<file path="src/rtl/wb_modport_if.sv">
// Wishbone classic signal bundle between the host adapter (master) and a
// 32-register slave block (5-bit word address).
interface wb_modport_if #(
  parameter int REG_WIDTH = 32
) ();
  logic [4:0]           wb_adr_o;
  logic [REG_WIDTH-1:0] wb_dat_o;
  logic [REG_WIDTH-1:0] wb_dat_i;
  logic [3:0]           sel_o;
  logic                 we_o;
  logic                 stb_o;
  logic                 cyc_o;
  logic                 ack_i;

  modport master (
    output wb_adr_o, wb_dat_o, sel_o, we_o, stb_o, cyc_o,
    input  wb_dat_i, ack_i
  );

  modport slave (
    input  wb_adr_o, wb_dat_o, sel_o, we_o, stb_o, cyc_o,
    output wb_dat_i, ack_i
  );
endinterface

</file>
<file path="src/rtl/wb_modport.sv">
// Host-to-Wishbone single-cycle adapter: turns one-shot host requests into
// classic Wishbone cycles, aborting with an error after TIMEOUT unacked clocks.
module wb_modport #(
  parameter int REG_WIDTH = 32,
  parameter int TIMEOUT   = 16
) (
  input  logic                 clk,
  input  logic                 rst,
  input  logic                 host_req,
  input  logic                 host_we,
  input  logic [4:0]           host_addr,
  input  logic [REG_WIDTH-1:0] host_wdata,
  input  logic [3:0]           host_sel,
  output logic                 host_ready,
  output logic                 host_done,
  output logic                 host_err,
  output logic [REG_WIDTH-1:0] host_rdata,
  wb_modport_if.master         wb
);

  typedef enum logic {IDLE, BUS} state_t;

  state_t               state_q;
  logic [7:0]           cnt_q;
  logic [7:0]           cnt_d;
  logic                 timeout_hit;
  logic [4:0]           adr_q;
  logic [REG_WIDTH-1:0] dat_q;
  logic [3:0]           sel_q;
  logic                 we_q;
  logic                 stb_q;
  logic                 cyc_q;
  logic                 ready_q;
  logic                 done_q;
  logic                 err_q;
  logic [REG_WIDTH-1:0] rdata_q;

  assign cnt_d       = cnt_q + 8'd1;
  // Counter starts at 0 on the first bus clock, so hitting TIMEOUT-1 means
  // cyc_o has been high for exactly TIMEOUT clocks.
  assign timeout_hit = (cnt_q == 8'(TIMEOUT - 1));

  always_ff @(posedge clk) begin
    if (rst) begin
      state_q <= IDLE;
      cnt_q   <= '0;
      adr_q   <= '0;
      dat_q   <= '0;
      sel_q   <= '0;
      we_q    <= 1'b0;
      stb_q   <= 1'b0;
      cyc_q   <= 1'b0;
      ready_q <= 1'b1;
      done_q  <= 1'b0;
      err_q   <= 1'b0;
      rdata_q <= '0;
    end else begin
      done_q <= 1'b0;
      err_q  <= 1'b0;
      case (state_q)
        IDLE: begin
          if (host_req) begin
            adr_q   <= host_addr;
            dat_q   <= host_wdata;
            sel_q   <= host_sel;
            we_q    <= host_we;
            stb_q   <= 1'b1;
            cyc_q   <= 1'b1;
            cnt_q   <= '0;
            ready_q <= 1'b0;
            state_q <= BUS;
          end
        end
        BUS: begin
          // Ack takes priority over a timeout landing on the same edge.
          if (wb.ack_i) begin
            if (!we_q) rdata_q <= wb.wb_dat_i;
            cyc_q   <= 1'b0;
            stb_q   <= 1'b0;
            we_q    <= 1'b0;
            done_q  <= 1'b1;
            ready_q <= 1'b1;
            state_q <= IDLE;
          end else if (timeout_hit) begin
            rdata_q <= '0;
            cyc_q   <= 1'b0;
            stb_q   <= 1'b0;
            we_q    <= 1'b0;
            done_q  <= 1'b1;
            err_q   <= 1'b1;
            ready_q <= 1'b1;
            state_q <= IDLE;
          end else begin
            cnt_q <= cnt_d;
          end
        end
        default: state_q <= IDLE;
      endcase
    end
  end

  assign host_ready  = ready_q;
  assign host_done   = done_q;
  assign host_err    = err_q;
  assign host_rdata  = rdata_q;
  assign wb.wb_adr_o = adr_q;
  assign wb.wb_dat_o = dat_q;
  assign wb.sel_o    = sel_q;
  assign wb.we_o     = we_q;
  assign wb.stb_o    = stb_q;
  assign wb.cyc_o    = cyc_q;

endmodule

</file>
<file path="src/flat_wrapper.sv">
// flat-port wrapper written by rule: the top's interface ports become plain ports
module wb_modport_flat 
#(
  parameter int REG_WIDTH = 32,
  parameter int TIMEOUT   = 16
)
  (clk, rst, host_req, host_we, host_addr, host_wdata, host_sel, host_ready, host_done, host_err, host_rdata, wb_wb_adr_o, wb_wb_dat_o, wb_sel_o, wb_we_o, wb_stb_o, wb_cyc_o, wb_wb_dat_i, wb_ack_i);
  wb_modport_if #(.REG_WIDTH(REG_WIDTH)) wb_i ();
  input  logic clk;
  input  logic rst;
  input  logic host_req;
  input  logic host_we;
  input  logic [4:0] host_addr;
  input  logic [REG_WIDTH-1:0] host_wdata;
  input  logic [3:0] host_sel;
  output logic host_ready;
  output logic host_done;
  output logic host_err;
  output logic [REG_WIDTH-1:0] host_rdata;
  output wire logic [$bits(wb_i.wb_adr_o)-1:0] wb_wb_adr_o;
  output wire logic [$bits(wb_i.wb_dat_o)-1:0] wb_wb_dat_o;
  output wire logic [$bits(wb_i.sel_o)-1:0] wb_sel_o;
  output wire logic [$bits(wb_i.we_o)-1:0] wb_we_o;
  output wire logic [$bits(wb_i.stb_o)-1:0] wb_stb_o;
  output wire logic [$bits(wb_i.cyc_o)-1:0] wb_cyc_o;
  input wire logic [$bits(wb_i.wb_dat_i)-1:0] wb_wb_dat_i;
  input wire logic [$bits(wb_i.ack_i)-1:0] wb_ack_i;
  assign wb_wb_adr_o = wb_i.wb_adr_o;
  assign wb_wb_dat_o = wb_i.wb_dat_o;
  assign wb_sel_o = wb_i.sel_o;
  assign wb_we_o = wb_i.we_o;
  assign wb_stb_o = wb_i.stb_o;
  assign wb_cyc_o = wb_i.cyc_o;
  assign wb_i.wb_dat_i = wb_wb_dat_i;
  assign wb_i.ack_i = wb_ack_i;
  wb_modport #(.REG_WIDTH(REG_WIDTH), .TIMEOUT(TIMEOUT)) u_core (.clk(clk), .rst(rst), .host_req(host_req), .host_we(host_we), .host_addr(host_addr), .host_wdata(host_wdata), .host_sel(host_sel), .host_ready(host_ready), .host_done(host_done), .host_err(host_err), .host_rdata(host_rdata), .wb(wb_i));
endmodule
</file>
<file path="config.mk">
export PLATFORM = sky130hd
export DESIGN_NAME = wb_modport_flat
export DESIGN_NICKNAME = d
export VERILOG_FILES = /design/src/rtl/wb_modport_if.sv /design/src/rtl/wb_modport.sv /design/src/flat_wrapper.sv
export SDC_FILE = /design/constraint.sdc
export NUM_CORES = 1
export LEC_CHECK = 0
export CAP_MARGIN = 20
export CORE_UTILIZATION = 43
export CTS_CLUSTER_SIZE = 28
export DETAILED_ROUTE_END_ITERATION = 8
export GPL_TIMING_DRIVEN = 0
export HOLD_SLACK_MARGIN = 0.12
export MAX_ROUTING_LAYER = met4
export PLACE_DENSITY = 0.82
export SYNTH_ARGS = -nofsm -noshare
export SYNTH_HDL_FRONTEND = slang
export SYNTH_SLANG_ARGS = --single-unit
</file>
<file path="constraint.sdc">
create_clock -name clk -period 4.4 [get_ports clk]
set_input_delay 1.32 -clock clk [delete_from_list [all_inputs] [get_ports clk]]
set_output_delay 1.32 -clock clk [all_outputs]
set_load 0.01 [all_outputs]
</file>
==> flow_metrics.tcl <==
set metrics [dict create \
    routed-via-count 3066 \
    most-common-layout-cells "clkdlybuf4s50_1 (156), dfxtp_1 (87), nand2_1 (85)" \
    area_growth_pct 59.6 \
    antenna_found_initial 0 \
    cp-endpoint "u_core.wb.wb_dat_o[7]" \
    setup_viol 0 \
    wire_per_inst_um 13.9 \
    antenna_cells 0 \
    drc 0 \
    critPathBufInv 3 \
    powerDensity_nw_per_um2 327 \
    grt_pass1_wl_um 13100 \
    slew_violations 0 \
    placementRows 30 \
    grt_overflow 0 \
    hold_ws_ns 0.455 \
    netlist_area_sq_um 3120 \
    crit_type "input pin to register" \
    grt_util_all_layers_pct 22.9 \
    syn_nets 417 \
    grt_max_degree 14 \
    final_hold_viol_count 0 \
    period_minus_slack_ns 2.84 \
    rsz0062_at_grt "no" \
    post-route-util_pct 72.1 \
    layout-drive-gt1-share_pct 5.30 \
    numPortBuffers 156 \
    grt_pass1_vias 2829 \
    synthCells 338 \
    cts_buffers 9 \
    initial_utilization_pct 45.2 \
    cts_hold_buf 0 \
    cp_cell_sequence "clkdlybuf4s50_1, inv_1, nor2_1, clkbuf_1, nand2_1, a21oi_1" \
    drt_iter0_markers 131 \
    cp_top_family "buffers and inverters" \
    avgSynthCellArea_sq_um 9.23 \
    power.leakage_nw 1.84 \
    cts-resized-gates 0 \
    max_freq_mhz 352 \
    slowest_stage "clkdlybuf4s50_1" \
    post_cts_buffers 0 \
    cts_htree_levels 3 \
    r2r_end "u_core.cnt_q[0]" \
    num_io_pins 157 \
    drt-pass1-iter-count 4 \
    finalPower_mw 1.63 \
    cp.arrival_ns 3.11 \
    core_area_sq_um 6910 \
    place.gp.congestion 0.811 \
    ys_types 35 \
    ff2ff_setup_slack_ns 2.53 \
    dp_slack_ns 1.19 \
    wirelength_um 8430 \
    worst_skew_pair.late_latency_ns 0.34 \
    slew_headroom_pct 67.3 \
    reg2reg_from "u_core.cnt_q[0]" \
    mostFrequentLayoutCell "clkdlybuf4s50_1" \
    final_nets 584 \
    yosys_warnings 0 \
    worstSetupStartpoint "host_req" \
    crit_required_ns 4.67 \
    endpoint_kind "register" \
    tns_ns 0 \
    die_y_um 87.2 \
    timing.final.crit_share_pct 64.5 \
    ant_nets 0 \
    worst_pin_slew_ns 0.490 \
    clockBufferDepth 2 \
    via_per_inst 5.07 \
    dp_hpwl_um 6340 \
    cap_violations 0 \
    cts_root_buf "clkbuf_8" \
    status "finished, final reports clean" \
    die_area_sq_um 7600 \
    path_clk_slew_ns 0.08 \
    worstSetupStartpointType "input pin" \
    cp_num_cells 6 \
    ys_seq_area_share_pct 55.8 \
    die_w_um 87.2 \
    setup_ws_ns 1.56 \
    clock-sinks 87 \
    ir_drop_uv 212 \
    slowest_delay_ns 0.63 \
    min_path_type "register to register" \
    fin_worst_skew_ns 0.00899 \
    reg2reg_depth 5 \
    critPathMaxFanout 10 \
    cts_tree "built" \
    synth-seq-cells 87 \
]
[power breakdown]
group | total [mW] | switching, mW | internal [mW] | leakage, nW
Combinational | 0.270 | 0.112 | 0.158 | 1.03
Sequential | 0.844 | 0.0196 | 0.824 | 0.711
Clock | 0.514 | 0.258 | 0.256 | 0.0957
[kinds of logic after synthesis]
| family | Yosys count | share of synthesized area [%] |
|---|---|---|
| AO/OA/AOI/OAI | 96 | 21.2 |
| AND/OR/NAND/NOR | 125 | 17.8 |
| flip-flops | 87 | 55.8 |
| adder cells (fa/ha/maj) | 1 | 0.401 |
| buffers and inverters | 28 | 4.49 |
| multiplexers | 1 | 0.321 |
[routing by layer]
layer | GRT usage [%] | vias to the layer above | part of all wire [%]
met2 | 37.7 | 133 | 47
met5 | - | - | 0
met3 | 6.26 | 12 | 9.1
met1 | 26.9 | 1411 | 42
met4 | 8.35 | 0 | 1.4
li1 | - | 1510 | -
[worst min path at each step]
stage	slack (ns)	start	endpoint	depth (start not counted)
after floorplan	0.47	u_core.cnt_q[1]	u_core.cnt_q[1]	2
after global placement	0.44	u_core.wb.sel_o[1]	u_core.wb.sel_o[1]	2
after detailed placement	0.45	u_core.wb.wb_dat_o[14]	u_core.wb.wb_dat_o[14]	2
after CTS	0.46	u_core.wb.wb_dat_o[14]	u_core.wb.wb_dat_o[14]	2
after global routing	0.48	u_core.wb.wb_dat_o[3]	u_core.wb.wb_dat_o[3]	2
final	0.46	u_core.wb.wb_adr_o[2]	u_core.wb.wb_adr_o[2]	2
[metrics by stage]
step	cell area (sq um)	cells
3_3_place_gp	4800	590
6_report	4980	605
5_1_grt	4980	605
3_5_place_dp	4800	590
2_1_floorplan	3120	338
4_1_cts	4980	605
[layout make-up]
class                      count  area (sq um)
multi-input combinational    223          1240
fill                         549          1930
buffer                        26           133
tap                           96           120
clock inverter                 5          50.0
sequential                    87          1740
clock buffer                  10           128
inverter                       2          7.51
timing repair buffer         156          1560
[tightest hold or removal path: cells and delay by family, from the launching register on]
kind | cells | cell delay, ns
simple gates | 1 | 0.05
compound gates | 1 | 0.05
flops | 1 | 0.31
[Yosys cell counts]
| cell type | n | share of area [%] |
|---|---|---|
| dfxtp_1 | 87 | 56 |
| nand2_1 | 85 | 10 |
| a21oi_1 | 48 | 7.7 |
| a22o_1 | 30 | 8.4 |
| clkbuf_1 | 20 | 2.4 |
| nor2_1 | 12 | 1.4 |
| nand2b_1 | 5 | 1.0 |
| nand3_1 | 5 | 0.80 |
| nand3b_1 | 5 | 1.2 |
| buf_6 | 4 | 1.4 |
| nor3_1 | 4 | 0.64 |
| nand4b_1 | 3 | 0.84 |
| a22o_2 | 2 | 0.64 |
| a31oi_1 | 2 | 0.40 |
| inv_1 | 2 | 0.24 |
| o211ai_1 | 2 | 0.48 |
| o21a_1 | 2 | 0.48 |
| o21ai_0 | 2 | 0.32 |
| o311ai_0 | 2 | 0.56 |
| a211oi_1 | 1 | 0.24 |
| a21oi_2 | 1 | 0.28 |
| a221o_1 | 1 | 0.32 |
| and3_2 | 1 | 0.24 |
| and4b_1 | 1 | 0.32 |
| buf_2 | 1 | 0.16 |
| buf_4 | 1 | 0.24 |
| ha_1 | 1 | 0.40 |
| mux2i_1 | 1 | 0.32 |
| nor2b_1 | 1 | 0.20 |
| nor4_1 | 1 | 0.20 |
| o2111a_1 | 1 | 0.36 |
| o311ai_1 | 1 | 0.28 |
| o31ai_4 | 1 | 0.68 |
| or4_4 | 1 | 0.36 |
| or4b_2 | 1 | 0.32 |
[flip-flops by register name, summed over array words and instances (netlist names)]
signal              flops
u_core.host_err         1
u_core.wb.sel_o         4
u_core.wb.wb_adr_o      5
u_core.wb.wb_dat_o     32
u_core.host_ready       1
u_core.host_done        1
u_core.wb.stb_o         1
u_core.wb.we_o          1
u_core.host_rdata      32
u_core.state_q          1
u_core.cnt_q            8
No activity file was read; power rests on OpenSTA's default activity.
